## config.mk

```make
export PLATFORM = sky130hd
export DESIGN_NAME = rr_mux4_stream_flat
export DESIGN_NICKNAME = d
export VERILOG_FILES = /design/src/rtl/rr_mux4_stream_if.sv /design/src/rtl/rr_mux4_stream.sv /design/src/flat_wrapper.sv
export SDC_FILE = /design/constraint.sdc
export NUM_CORES = 1
export LEC_CHECK = 0
export ABC_CLOCK_PERIOD_IN_PS = 5000
export BUFFER_PORTS_ARGS = -buffer_cell sky130_fd_sc_hd__buf_2
export CORE_ASPECT_RATIO = 0.9
export CORE_MARGIN = 3
export CORE_UTILIZATION = 25
export CTS_CLUSTER_DIAMETER = 30
export DETAILED_ROUTE_END_ITERATION = 6
export GPL_ROUTABILITY_DRIVEN = 0
export PLACE_DENSITY = 0.54
export SYNTH_ARGS = -nofsm -noshare
export SYNTH_HDL_FRONTEND = slang
export SYNTH_SLANG_ARGS = --single-unit
```

## constraint.sdc

```tcl
create_clock -name clk -period 5 [get_ports clk]
set_input_delay 1 -clock clk [delete_from_list [all_inputs] [get_ports clk]]
set_output_delay 1 -clock clk [all_outputs]
set_load 0.01 [all_outputs]
```

## src/rtl/rr_mux4_stream_if.sv

```systemverilog
// Stream bundle for the 4:1 round-robin gather mux: four input channels plus one tagged output.
// Packet-end signals are present only when RR_PKT_LOCK_EN is defined.
interface rr_mux4_stream_if #(
  parameter int WIDTH = 8
);
  logic [4*WIDTH-1:0] in_data;
  logic [3:0]         in_valid;
  logic [3:0]         in_ready;
  logic [WIDTH-1:0]   out_data;
  logic [1:0]         out_sel;
  logic               out_valid;
  logic               out_ready;
`ifdef RR_PKT_LOCK_EN
  logic [3:0]         in_last;
  logic               out_last;

  modport master (
    output in_data, in_valid, in_last, out_ready,
    input  in_ready, out_data, out_sel, out_valid, out_last
  );

  modport slave (
    input  in_data, in_valid, in_last, out_ready,
    output in_ready, out_data, out_sel, out_valid, out_last
  );
`else
  modport master (
    output in_data, in_valid, out_ready,
    input  in_ready, out_data, out_sel, out_valid
  );

  modport slave (
    input  in_data, in_valid, out_ready,
    output in_ready, out_data, out_sel, out_valid
  );
`endif
endinterface

```

## src/rtl/rr_mux4_stream.sv

```systemverilog
// 4:1 round-robin stream mux with a registered, source-tagged output beat.
// Define RR_PKT_LOCK_EN to hold the grant on one channel until its packet's last beat.
module rr_mux4_stream #(
  parameter int WIDTH = 8
) (
  input logic              clk,
  input logic              rst_n,
  rr_mux4_stream_if.slave  bus
);

  logic [1:0]       rr_ptr_r;
  logic [WIDTH-1:0] out_data_r;
  logic [1:0]       out_sel_r;
  logic             out_valid_r;

  logic             load_s;
  logic             any_s;
  logic             accept_s;
  logic [3:0]       req_s;
  logic [3:0]       rot_s;
  logic [1:0]       start_s;
  logic [1:0]       off_s;
  logic [1:0]       grant_s;
  logic [3:0]       ready_s;
  logic [WIDTH-1:0] sel_data_s;

`ifdef RR_PKT_LOCK_EN
  logic             lock_r;
  logic [1:0]       lock_ch_r;
  logic             out_last_r;
`endif

  assign load_s   = ~out_valid_r | bus.out_ready;
  assign any_s    = |req_s;
  assign accept_s = load_s & any_s;
  assign start_s  = rr_ptr_r + 2'd1;
  assign grant_s  = start_s + off_s;

  // Eligible requests: all valid channels, or only the locked one mid-packet
  always_comb begin
    req_s = bus.in_valid;
`ifdef RR_PKT_LOCK_EN
    if (lock_r) begin
      req_s = bus.in_valid & (4'b0001 << lock_ch_r);
    end else begin
      req_s = bus.in_valid;
    end
`endif
  end

  // Rotate requests so bit 0 is the channel just after the last grant
  always_comb begin
    rot_s = req_s;
    case (start_s)
      2'd0:    rot_s = req_s;
      2'd1:    rot_s = {req_s[0],   req_s[3:1]};
      2'd2:    rot_s = {req_s[1:0], req_s[3:2]};
      2'd3:    rot_s = {req_s[2:0], req_s[3]};
      default: rot_s = req_s;
    endcase
  end

  // Priority pick on the rotated vector gives the offset from start_s
  always_comb begin
    off_s = 2'd0;
    casez (rot_s)
      4'b???1: off_s = 2'd0;
      4'b??10: off_s = 2'd1;
      4'b?100: off_s = 2'd2;
      4'b1000: off_s = 2'd3;
      default: off_s = 2'd0;
    endcase
  end

  // One-hot ready to the granted channel, only when the output can load
  always_comb begin
    ready_s = 4'b0000;
    if (accept_s) begin
      ready_s = 4'b0001 << grant_s;
    end else begin
      ready_s = 4'b0000;
    end
  end

  // Data of the granted channel
  always_comb begin
    sel_data_s = bus.in_data[0 +: WIDTH];
    case (grant_s)
      2'd0:    sel_data_s = bus.in_data[0*WIDTH +: WIDTH];
      2'd1:    sel_data_s = bus.in_data[1*WIDTH +: WIDTH];
      2'd2:    sel_data_s = bus.in_data[2*WIDTH +: WIDTH];
      2'd3:    sel_data_s = bus.in_data[3*WIDTH +: WIDTH];
      default: sel_data_s = bus.in_data[0 +: WIDTH];
    endcase
  end

  // Output register and arbitration pointer; data/sel hold across drain and stall
  always_ff @(posedge clk or negedge rst_n) begin
    if (!rst_n) begin
      out_valid_r <= 1'b0;
      out_data_r  <= {WIDTH{1'b0}};
      out_sel_r   <= 2'd0;
      rr_ptr_r    <= 2'd3;
    end else if (accept_s) begin
      out_valid_r <= 1'b1;
      out_data_r  <= sel_data_s;
      out_sel_r   <= grant_s;
`ifdef RR_PKT_LOCK_EN
      if (bus.in_last[grant_s]) begin
        rr_ptr_r <= grant_s;
      end
`else
      rr_ptr_r    <= grant_s;
`endif
    end else if (load_s) begin
      out_valid_r <= 1'b0;
    end
  end

`ifdef RR_PKT_LOCK_EN
  // Packet lock tracking and registered last flag
  always_ff @(posedge clk or negedge rst_n) begin
    if (!rst_n) begin
      lock_r     <= 1'b0;
      lock_ch_r  <= 2'd0;
      out_last_r <= 1'b0;
    end else if (accept_s) begin
      out_last_r <= bus.in_last[grant_s];
      lock_r     <= ~bus.in_last[grant_s];
      lock_ch_r  <= grant_s;
    end
  end

  assign bus.out_last = out_last_r;
`endif

  assign bus.in_ready  = ready_s;
  assign bus.out_data  = out_data_r;
  assign bus.out_sel   = out_sel_r;
  assign bus.out_valid = out_valid_r;

endmodule

```

## src/flat_wrapper.sv

```systemverilog
// flat-port wrapper written by rule: the top's interface ports become plain ports
module rr_mux4_stream_flat 
#(
  parameter int WIDTH = 8
)
  (clk, rst_n, bus_in_data, bus_in_valid, bus_out_ready, bus_in_ready, bus_out_data, bus_out_sel, bus_out_valid);
  rr_mux4_stream_if #(.WIDTH(WIDTH)) bus_i ();
  input logic clk;
  input logic rst_n;
  input wire logic [$bits(bus_i.in_data)-1:0] bus_in_data;
  input wire logic [$bits(bus_i.in_valid)-1:0] bus_in_valid;
  input wire logic [$bits(bus_i.out_ready)-1:0] bus_out_ready;
  output wire logic [$bits(bus_i.in_ready)-1:0] bus_in_ready;
  output wire logic [$bits(bus_i.out_data)-1:0] bus_out_data;
  output wire logic [$bits(bus_i.out_sel)-1:0] bus_out_sel;
  output wire logic [$bits(bus_i.out_valid)-1:0] bus_out_valid;
  assign bus_i.in_data = bus_in_data;
  assign bus_i.in_valid = bus_in_valid;
  assign bus_i.out_ready = bus_out_ready;
  assign bus_in_ready = bus_i.in_ready;
  assign bus_out_data = bus_i.out_data;
  assign bus_out_sel = bus_i.out_sel;
  assign bus_out_valid = bus_i.out_valid;
  rr_mux4_stream #(.WIDTH(WIDTH)) u_core (.clk(clk), .rst_n(rst_n), .bus(bus_i));
endmodule
```

==> run metrics, run 1 <==
outcome=finished clean; Total Routing Usage GR=between 10% and 20%; vias in the first global route=roughly 1.1k; TritonCTS clock tree=done; CP required=4.00 ns; CTS buffer count=3; Die Area=5290 µm²; ratio of cells with drive above 1 in the final layout=between 40% and 50%; Area Growth Syn to Fin=27.9%; H-tree levels=1; Yosys warning total=0; # setup viols final=0; syn_area_per_cell=~10 µm²; pin count of the biggest net entering global routing=24; drt first pass iters=4; antenna viol nets, final=0; DR WL/cell=approximately 13 µm; largest cells by area after synthesis=dfrtp_1 (25%), mux2i_1 (7.2%), ha_1 (5.6%); Routed WL=between 2000 and 3000 µm; Syn Nets=roughly 150; main combinational cell family by area after synthesis=compound AO/OA/AOI/OAI gates; Yosys reg bits=13; complex-gate fraction of the synthesized area=approximately 24%; cts hold-fix bufs=0; Max-Cap Viols=0; proportion of synthesized area in mux cells=around an eighth; GR peak layer=met2; simple-gate share of the synthesized area=a little over an eighth; Rel. slew slack=44.4%; Final Max Slew Viols=0; Syn Inst Count=between 100 and 150; Synth Cell Area=between 1000 and 1500 µm²; met1 Usage GRT=around 12%; Nets=between 200 and 250; Worst setup EP type=output port; RSZ-0062 raised after global routing=false; post_cts resized=0; Adder-Cell Fraction of Synth Area=~5.6%; Remaining DRCs=0; Port Buffer Count=between 50 and 60; Root Buffer=clkbuf_8; CP max FO=14; Synth cell types=31; Clk pin slew, worst setup/hold paths=about 0.06 ns; fin crit share=81.5%; first-pass GRT wire length=roughly 4700 µm; Worst Path Arrival=3.08 ns; area of the core=approximately 4200 µm²; die height=69.3 µm; CP Class=in -> out; crit path launch type=primary input; grt ovf=0; site row count=22; XOR/XNOR Fraction of Synth Area=under 10%; Peak Freq=approximately 0.25 GHz; worst hold path stage count=2; CTS Buffer Depth=2; register area share after synthesis=between 20% and 30%; final setup TNS=0 ns; reg2reg path depth=11; dpl hpwl=between 2000 and 2500 µm; HP Class=reg -> reg; GRT met2 Usage=slightly below 20%; leading area contributor after synthesis=dfrtp_1; top-area cell type share of the netlist area=approximately a quarter; grt met3 use=2.99%; Worst-Skew Late Latency=between 0.2 and 0.25 ns; Hold Vio Cnt, Final=0; CTS sink cnt=13; clock period minus worst slack=4.08 ns; postcts setup bufs=0; Vias/cell=4.62; initial core utilization=roughly a quarter; detailed-route via count=1,002; Max Clock Skew=0.00203 ns; n_diodes=0; initial antenna violation count=0; die width=approximately 76 µm; worst-margin pin slew=between 0.8 and 0.9 ns; starting DRC count in detailed routing=42; IO Pins=54
-- sequential cells by signal, summed over array words and instances, names as in the netlist --
register and flops:
u_core.bus.out_data 8, u_core.bus.out_valid 1, u_core.rr_ptr_r 2, u_core.bus.out_sel 2
-- critical path: stages --
cell and delay (ns):
buf_2 0.13, a22oi_1 0.23, a22oi_1 0.11, a21oi_1 0.15, nor2_1 0.06, ha_1 0.25
xnor2_4 0.25, xor2_2 0.62, nor2_1 0.11, buf_2 0.17
-- layout make-up --
class                           count  area [µm²]
Fill cell                         454        2760
Multi-Input combinational cell     81         687
Sequential cell                    13         328
Timing Repair Buffer               53         265
Tap cell                           60        75.1
Clock buffer                        3        41.3
Inverter                            6        22.5
Clock inverter                      1        5.00
-- path summary, 6_finish.rpt --
check | startpoint | endpoint | slack (ns)
worst max-delay path | bus_in_valid[0] | bus_in_ready[0] | 0.92
worst min-delay path | u_core.bus.out_valid | u_core.bus.out_valid | 0.51
worst max register to register | u_core.rr_ptr_r[0] | u_core.bus.out_data[6] | 1.92
worst min register to register | u_core.bus.out_valid | u_core.bus.out_valid | 0.51
max in group asynchronous | rst_n | u_core.rr_ptr_r[0] | 4.08
min in group asynchronous | rst_n | u_core.bus.out_data[6] | 0.64
-- cell usage after synthesis --
master,n
o32ai_2,1
nand2_1,2
nand2b_4,1
a21oi_1,12
xnor2_4,2
dfstp_2,2
and2_2,1
buf_4,1
nor2_1,5
a31oi_1,3
a22o_1,2
or4_1,1
and2_1,3
a22oi_1,5
and2b_2,1
nor2b_1,1
clkbuf_8,2
mux2i_1,8
dfrtp_1,11
clkbuf_1,2
xor2_2,1
ha_1,5
o21bai_1,3
a211o_4,1
mux2_2,5
or2b_2,5
o21ai_0,4
o32ai_1,7
inv_1,6
nand2b_1,2
buf_6,3
-- kinds of logic (layout without fill, tap and decap cells) --
kind of cell / Yosys count / after routing
AOI/OAI and AO/OA: 38 / 38
xor gates and xnor gates: 3 / 3
adders and majority gates: 5 / 5
buffers and inverters: 14 / 63
DFF: 13 / 13
muxes: 13 / 13
and+or+nand+nor: 22 / 22
-- stage by stage --
step	util, %	hold WS [ns]	instance area, µm²	worst slack [ns]	std cells
after floorplan	-	0.518	1110	1.49	108
after global placement	32.9	0.501	1380	0.981	213
after detailed placement	32.9	0.510	1380	0.938	213
after CTS	34.0	0.526	1420	0.938	217
after global routing	34.0	0.577	1420	0.704	217
final	34.0	0.515	1420	0.925	217
-- metal layers --
metal  share of wire (%)  wire length [µm]
met1                  43              1170
met2                  50              1370
met3                 4.5               122
met4                 2.4                66
met5                   0                 0
-- cells in the final DEF (no fill, tap or decap), types with 3 or more instances in the layout --
master,n
a22oi_1,5
o21ai_0,4
dfrtp_1,11
and2_1,3
o32ai_1,7
nor2_1,5
clkbuf_8,3
a31oi_1,3
o21bai_1,3
inv_1,6
buf_2,53
a21oi_1,12
or2b_2,5
mux2_2,5
mux2i_1,8
ha_1,5
Power of run 1 is left out: the tool's default activity adds up to more than one toggle a clock period on the data nets, which glitch-free logic cannot reach.
==> run 2: changes to the inputs <==
--- a/config.mk
+++ b/config.mk
@@ -5,7 +5,8 @@
 export SDC_FILE = /design/constraint.sdc
 export NUM_CORES = 1
 export LEC_CHECK = 0
-export ABC_CLOCK_PERIOD_IN_PS = 5000
+export ABC_AREA = 1
+export ABC_CLOCK_PERIOD_IN_PS = 3700
 export BUFFER_PORTS_ARGS = -buffer_cell sky130_fd_sc_hd__buf_2
 export CORE_ASPECT_RATIO = 0.9
 export CORE_MARGIN = 3
==> constraint.sdc (replaced) <==
create_clock -name clk -period 3.7 [get_ports clk]
set_input_delay 0.74 -clock clk [delete_from_list [all_inputs] [get_ports clk]]
set_output_delay 0.74 -clock clk [all_outputs]
set_load 0.01 [all_outputs]
==> run metrics, run 2 <==
Port Buffer Count=53 (unchanged); Synth cell types=29 (-6.5%); Peak Freq=around 0.29 GHz; fin crit share=just over 90%; ys async rst share=100% (unchanged); Syn Nets=226 (+49%); Post-synth EDFFs=0 (unchanged); TritonCTS clock tree=done; Yosys warning total=0 (unchanged); site row count=23 (+4.5%); Max Clock Skew=0.00512 ns (+0.00310 ns); Routed WL=3460 µm (+27%); reg2reg path depth=16 (+5); DR WL/cell=11.6 µm (-7.6%); worst-margin pin slew=0.384 ns (-0.449 ns); IO Pins=54 (unchanged); top-count cell post-synth=nand2_1; Top Family by Delay on Critical Path=simple AND/OR/NAND/NOR gates; grt ovf=0 (unchanged); CP Class=reg -> out; # setup viols final=0 (unchanged); Commonest cells post-synth=nand2_1 (72), inv_1 (23), nand3_2 (13), dfrtp_1 (11); HP Class=in -> async; die height=72.9 µm (+5.2%); final setup TNS=0 ns (unchanged); ratio of cells with drive above 1 in the final layout=36.4% (-13 points); CTS sink cnt=13 (unchanged); cts hold-fix bufs=0 (unchanged); crit path launch type=flop; pin count of the biggest net entering global routing=22 (-8.3%); clock period minus worst slack=3.44 ns; CTS buffer count=3 (unchanged); Worst path slowest cell=dfstp_2; H-tree levels=1 (unchanged); CTS Buffer Depth=2 (unchanged); Worst path max stage delay=0.55 ns (-0.07 ns); Nets=281 (+39%); Total Routing Usage GR=11.7% (+0.94 points); Fill cells=538 (+19%); Remaining DRCs=0 (unchanged); Worst setup EP type=output port; CP required=2.96 ns (-1.04 ns); Yosys reg bits=13 (unchanged); Worst Path Arrival=2.70 ns (-0.38 ns); CP max FO=9 (-5); Root Buffer=clkbuf_8; CP cell instances=inv_1 > ha_1 > nand2_1 > nand2_1 > o21ai_2 > inv_1 > a21oi_1 > nor2_1 > ha_1 > xor2_2 > inv_1 > nand3_4 > nand2_4 > nor3_1 > buf_2; detailed-route via count=1,279 (+28%); Vias/cell=4.29 (-7.1%); CP Depth=15 (+5); Syn Inst Count=182 (+69%); die width=80.3 µm (+5.2%); first-pass GRT wire length=5420 µm (+16%); starting DRC count in detailed routing=80 (+90%); register area share after synthesis=26.4% (-3.1 points); outcome=finished clean; Worst-Skew Late Latency=0.25 ns (about the same); Die Area=5860 µm² (+11%); Hold Vio Cnt, Final=0 (unchanged); drt first pass iters=4 (unchanged); antenna viol nets, final=0 (unchanged); initial core utilization=26.8% (+0.23 points); n_diodes=0 (unchanged); Rel. slew slack=74.2% (+30 points); Max-Cap Viols=0 (unchanged); Buf/Inv on CP=4 (+2); most frequent cells in the layout=nand2_1 (72), buf_2 (53), inv_1 (23); syn_area_per_cell=6.83 µm² (-34%); initial antenna violation count=0 (unchanged); Final Max Slew Viols=0 (unchanged); Clk pin slew, worst setup/hold paths=0.06 ns (about the same); R2R setup slack=0.87 ns (-1.05 ns); leading area contributor after synthesis=dfrtp_1; most used cell, CP=inv_1; top-area cell type share of the netlist area=22.1% (-2.6 points); Area Growth Syn to Fin=28.6%; largest cells by area after synthesis=dfrtp_1 (22%), nand2_1 (22%), nand3_2 (10%); commonest non-fill, non-tap cell in the layout=nand2_1; main flop type after synthesis=dfrtp_1; worst r2r src=u_core.rr_ptr_r[0]; Largest register FFs=8 (unchanged); RSZ-0062 raised after global routing=false; worst r2r dst=u_core.bus.out_data[4]; vias in the first global route=1,198 (+13%); dpl hpwl=2740 µm (+29%); Synth Cell Area=1240 µm² (+12%); area of the core=4630 µm² (+11%)
[run 2: cell types whose count changed after synthesis, sizes merged, moves of 8 or more]
cell   before  now
a21oi      12    3
inv         6   24
mux2i       8    0
nand2       2   75
nand3       0   19
nand4       0    9
o32ai       8    0
[run 2: worst max-delay path by stage]
stage | startpoint | endpoint | slack (ns)
finish | u_core.rr_ptr_r[0] | bus_in_ready[0] | 0.26
global route | u_core.rr_ptr_r[0] | bus_in_ready[2] | 0.02
CTS | u_core.rr_ptr_r[0] | bus_in_ready[0] | 0.16
detailed placement | bus_in_valid[3] | bus_in_ready[0] | 0.42
global placement | bus_in_valid[3] | bus_in_ready[0] | 0.46
floorplan | u_core.rr_ptr_r[0] | bus_in_ready[0] | 0.50
[run 2: logic make-up after synthesis]
kind of cell	share of synthesized area, %
AOI/OAI and AO/OA	5.73
xor gates and xnor gates	0.704
and+or+nand+nor	48.1
buffers and inverters	14.1
adders and majority gates	5.03
DFF	26.4
[run 2: area by class of cell]
| class | count | area, µm² | share of cell area (%) |
|---|---|---|---|
| Clock buffer | 4 | 45.0 | 2.82 |
| Inverter | 24 | 90.1 | 5.63 |
| Multi-Input combinational cell | 137 | 756 | 47.3 |
| Sequential cell | 13 | 328 | 20.5 |
| Tap cell | 62 | 77.6 | 4.85 |
| Timing Repair Buffer | 58 | 303 | 18.9 |
[run 2: metrics by stage]
step	std cells	area [µm²]	utilization [%]	worst slack [ns]	hold WS [ns]
floorplan	182	1240	-	0.503	0.444
global placement	294	1540	33.2	0.462	0.458
detailed placement	294	1540	33.2	0.416	0.461
CTS	298	1580	34.2	0.159	0.385
global route	298	1600	34.5	0.0193	0.392
finish	298	1600	34.5	0.256	0.381
[run 2: repair_timing]
action                     4_1_cts  5_1_grt
setup endpoints to repair        0        3
buffers inserted                 0        0
resized for setup                0        2
hold endpoints to repair         0        0
[run 2: routing by layer]
metal	track usage [%]	vias up	part of all wire, %
met5	0	-	0
met4	3.94	0	1.1
met3	1.48	4	5.4
met2	18.2	36	46
met1	16.7	556	48
li1	-	683	-
Power of run 2 is left out for the same reason.
==> run 3: changes to the inputs <==
==> constraint.sdc (replaced) <==
create_clock -name clk -period 3.7 [get_ports clk]
set_input_delay 0.74 -clock clk [delete_from_list [all_inputs] [get_ports clk]]
set_output_delay 0.74 -clock clk [all_outputs]
set_load 0.05 [all_outputs]
==> run metrics, run 3 (synthesized netlist as in run 2, its figures left out) <==
TritonCTS clock tree=done; pre-CTS setup slack=0.282 ns (-0.133 ns); initial antenna violation count=0 (unchanged); Worst path slowest cell=dfstp_2; vias in the first global route=1,230 (+2.7%); worst r2r dst=u_core.bus.out_data[0]; pin count of the biggest net entering global routing=25 (+14%); Max-Cap Viols=0 (unchanged); CP cell instances=inv_1 > ha_1 > nand2_1 > nand2_1 > o21ai_2 > inv_1 > a21oi_1 > nor2_1 > ha_2 > xor2_2 > inv_1 > nand3_4 > nand2_4 > nand2_1 > nor2_2 > buf_6; Port Buffer Count=53 (unchanged); Rel. slew slack=40.1% (-34 points); antenna viol nets, final=0 (unchanged); grt ovf=0 (unchanged); outcome=finished clean; RSZ-0062 raised after global routing=true; Routed WL=3390 µm (-2.1%); first-pass GRT wire length=5490 µm (+1.3%); DR WL/cell=11.4 µm (-1.4%); Worst setup EP type=output port; CTS buffer count=3 (unchanged); Die Area=5860 µm² (unchanged); Largest register FFs=8 (unchanged); reg2reg path depth=15 (-1); site row count=23 (unchanged); commonest non-fill, non-tap cell in the layout=nand2_1; ratio of cells with drive above 1 in the final layout=38.5% (+2.0 points); IO Pins=54 (unchanged); drt first pass iters=6 (+2); placed cells=292 (-0.68%); Area Growth Syn to Fin=29.6%; Root Buffer=clkbuf_8; detailed-route via count=1,278 (-0.078%); CP required=2.96 ns (about the same); Worst-Skew Late Latency=0.24 ns (about the same); starting DRC count in detailed routing=64 (-20%); CP max FO=5 (-4); CTS sink cnt=13 (unchanged); Worst Path Arrival=2.75 ns (+0.05 ns); Final Max Slew Viols=0 (unchanged); Nets=279 (-0.71%); cts hold-fix bufs=0 (unchanged); final cell count without fillers=296 (-0.67%); die height=72.9 µm (unchanged); most frequent cells in the layout=nand2_1 (72), buf_2 (51), inv_1 (23); Hold Vio Cnt, Final=0 (unchanged); Worst path max stage delay=0.55 ns (about the same); fin crit share=94.4% (+1.4 points); Remaining DRCs=0 (unchanged); # setup viols final=0 (unchanged); Peak Freq=0.286 GHz (-1.4%); Total Routing Usage GR=11.8% (+0.050 points); worst r2r src=u_core.rr_ptr_r[1]; Vias/cell=4.32 (+0.60%); H-tree levels=1 (unchanged); worst-margin pin slew=0.899 ns (+0.515 ns); area of the core=4630 µm² (unchanged); crit path launch type=flop; CP Class=reg -> out; postcts setup bufs=0 (unchanged); R2R setup slack=0.77 ns (-0.10 ns); post_cts resized=0 (unchanged); n_diodes=0 (unchanged); Buf/Inv on CP=4 (unchanged); initial core utilization=26.8% (unchanged); PnR worst setup slack=0.206 ns (-0.0503 ns); CTS Buffer Depth=2 (unchanged); die width=80.3 µm (unchanged); clock period minus worst slack=3.49 ns (+0.0503 ns); HP Class=in -> async; dpl hpwl=2740 µm (about the same); Max Clock Skew=0.00398 ns (-0.00114 ns); Clk pin slew, worst setup/hold paths=0.06 ns (about the same); Top Family by Delay on Critical Path=simple AND/OR/NAND/NOR gates
-- run 3: layout make-up --
type | count | area [µm²]
Clock buffer | 4 | 45.0
Fill cell | 514 | 3020
Inverter | 24 | 90.1
Multi-Input combinational cell | 137 | 774
Sequential cell | 13 | 328
Tap cell | 62 | 77.6
Timing Repair Buffer | 56 | 297
-- run 3: how the worst max path moves through the flow --
stage	start	slack, ns	cells after the start	end
after floorplan	u_core.rr_ptr_r[0]	0.08	16	bus_in_ready[2]
after global placement	bus_in_valid[3]	0.30	13	bus_in_ready[2]
after detailed placement	bus_in_valid[3]	0.28	13	bus_in_ready[2]
after CTS	u_core.rr_ptr_r[0]	0.02	15	bus_in_ready[2]
after global routing	u_core.rr_ptr_r[1]	-0.01	16	bus_in_ready[2]
final	u_core.rr_ptr_r[1]	0.21	16	bus_in_ready[2]
-- run 3: routing by layer --
| metal | GRT usage [%] | up-vias | part of all wire [%] |
|---|---|---|---|
| li1 | - | 679 | - |
| met1 | 16.5 | 557 | 47 |
| met2 | 18.6 | 40 | 45 |
| met3 | 1.60 | 2 | 6.5 |
| met4 | 3.94 | 0 | 0.97 |
| met5 | 0 | - | 0 |
-- run 3: through the flow --
step	utilization, %	setup TNS [ns]	cell area (µm²)	hold slack, ns
floorplan	-	0	1250	0.444
global placement	33.0	0	1530	0.458
detailed placement	33.0	0	1530	0.463
CTS	34.0	0	1570	0.390
global route	34.8	-0.0129	1610	0.393
finish	34.8	0	1610	0.377
Power of run 3 is left out for the same reason.
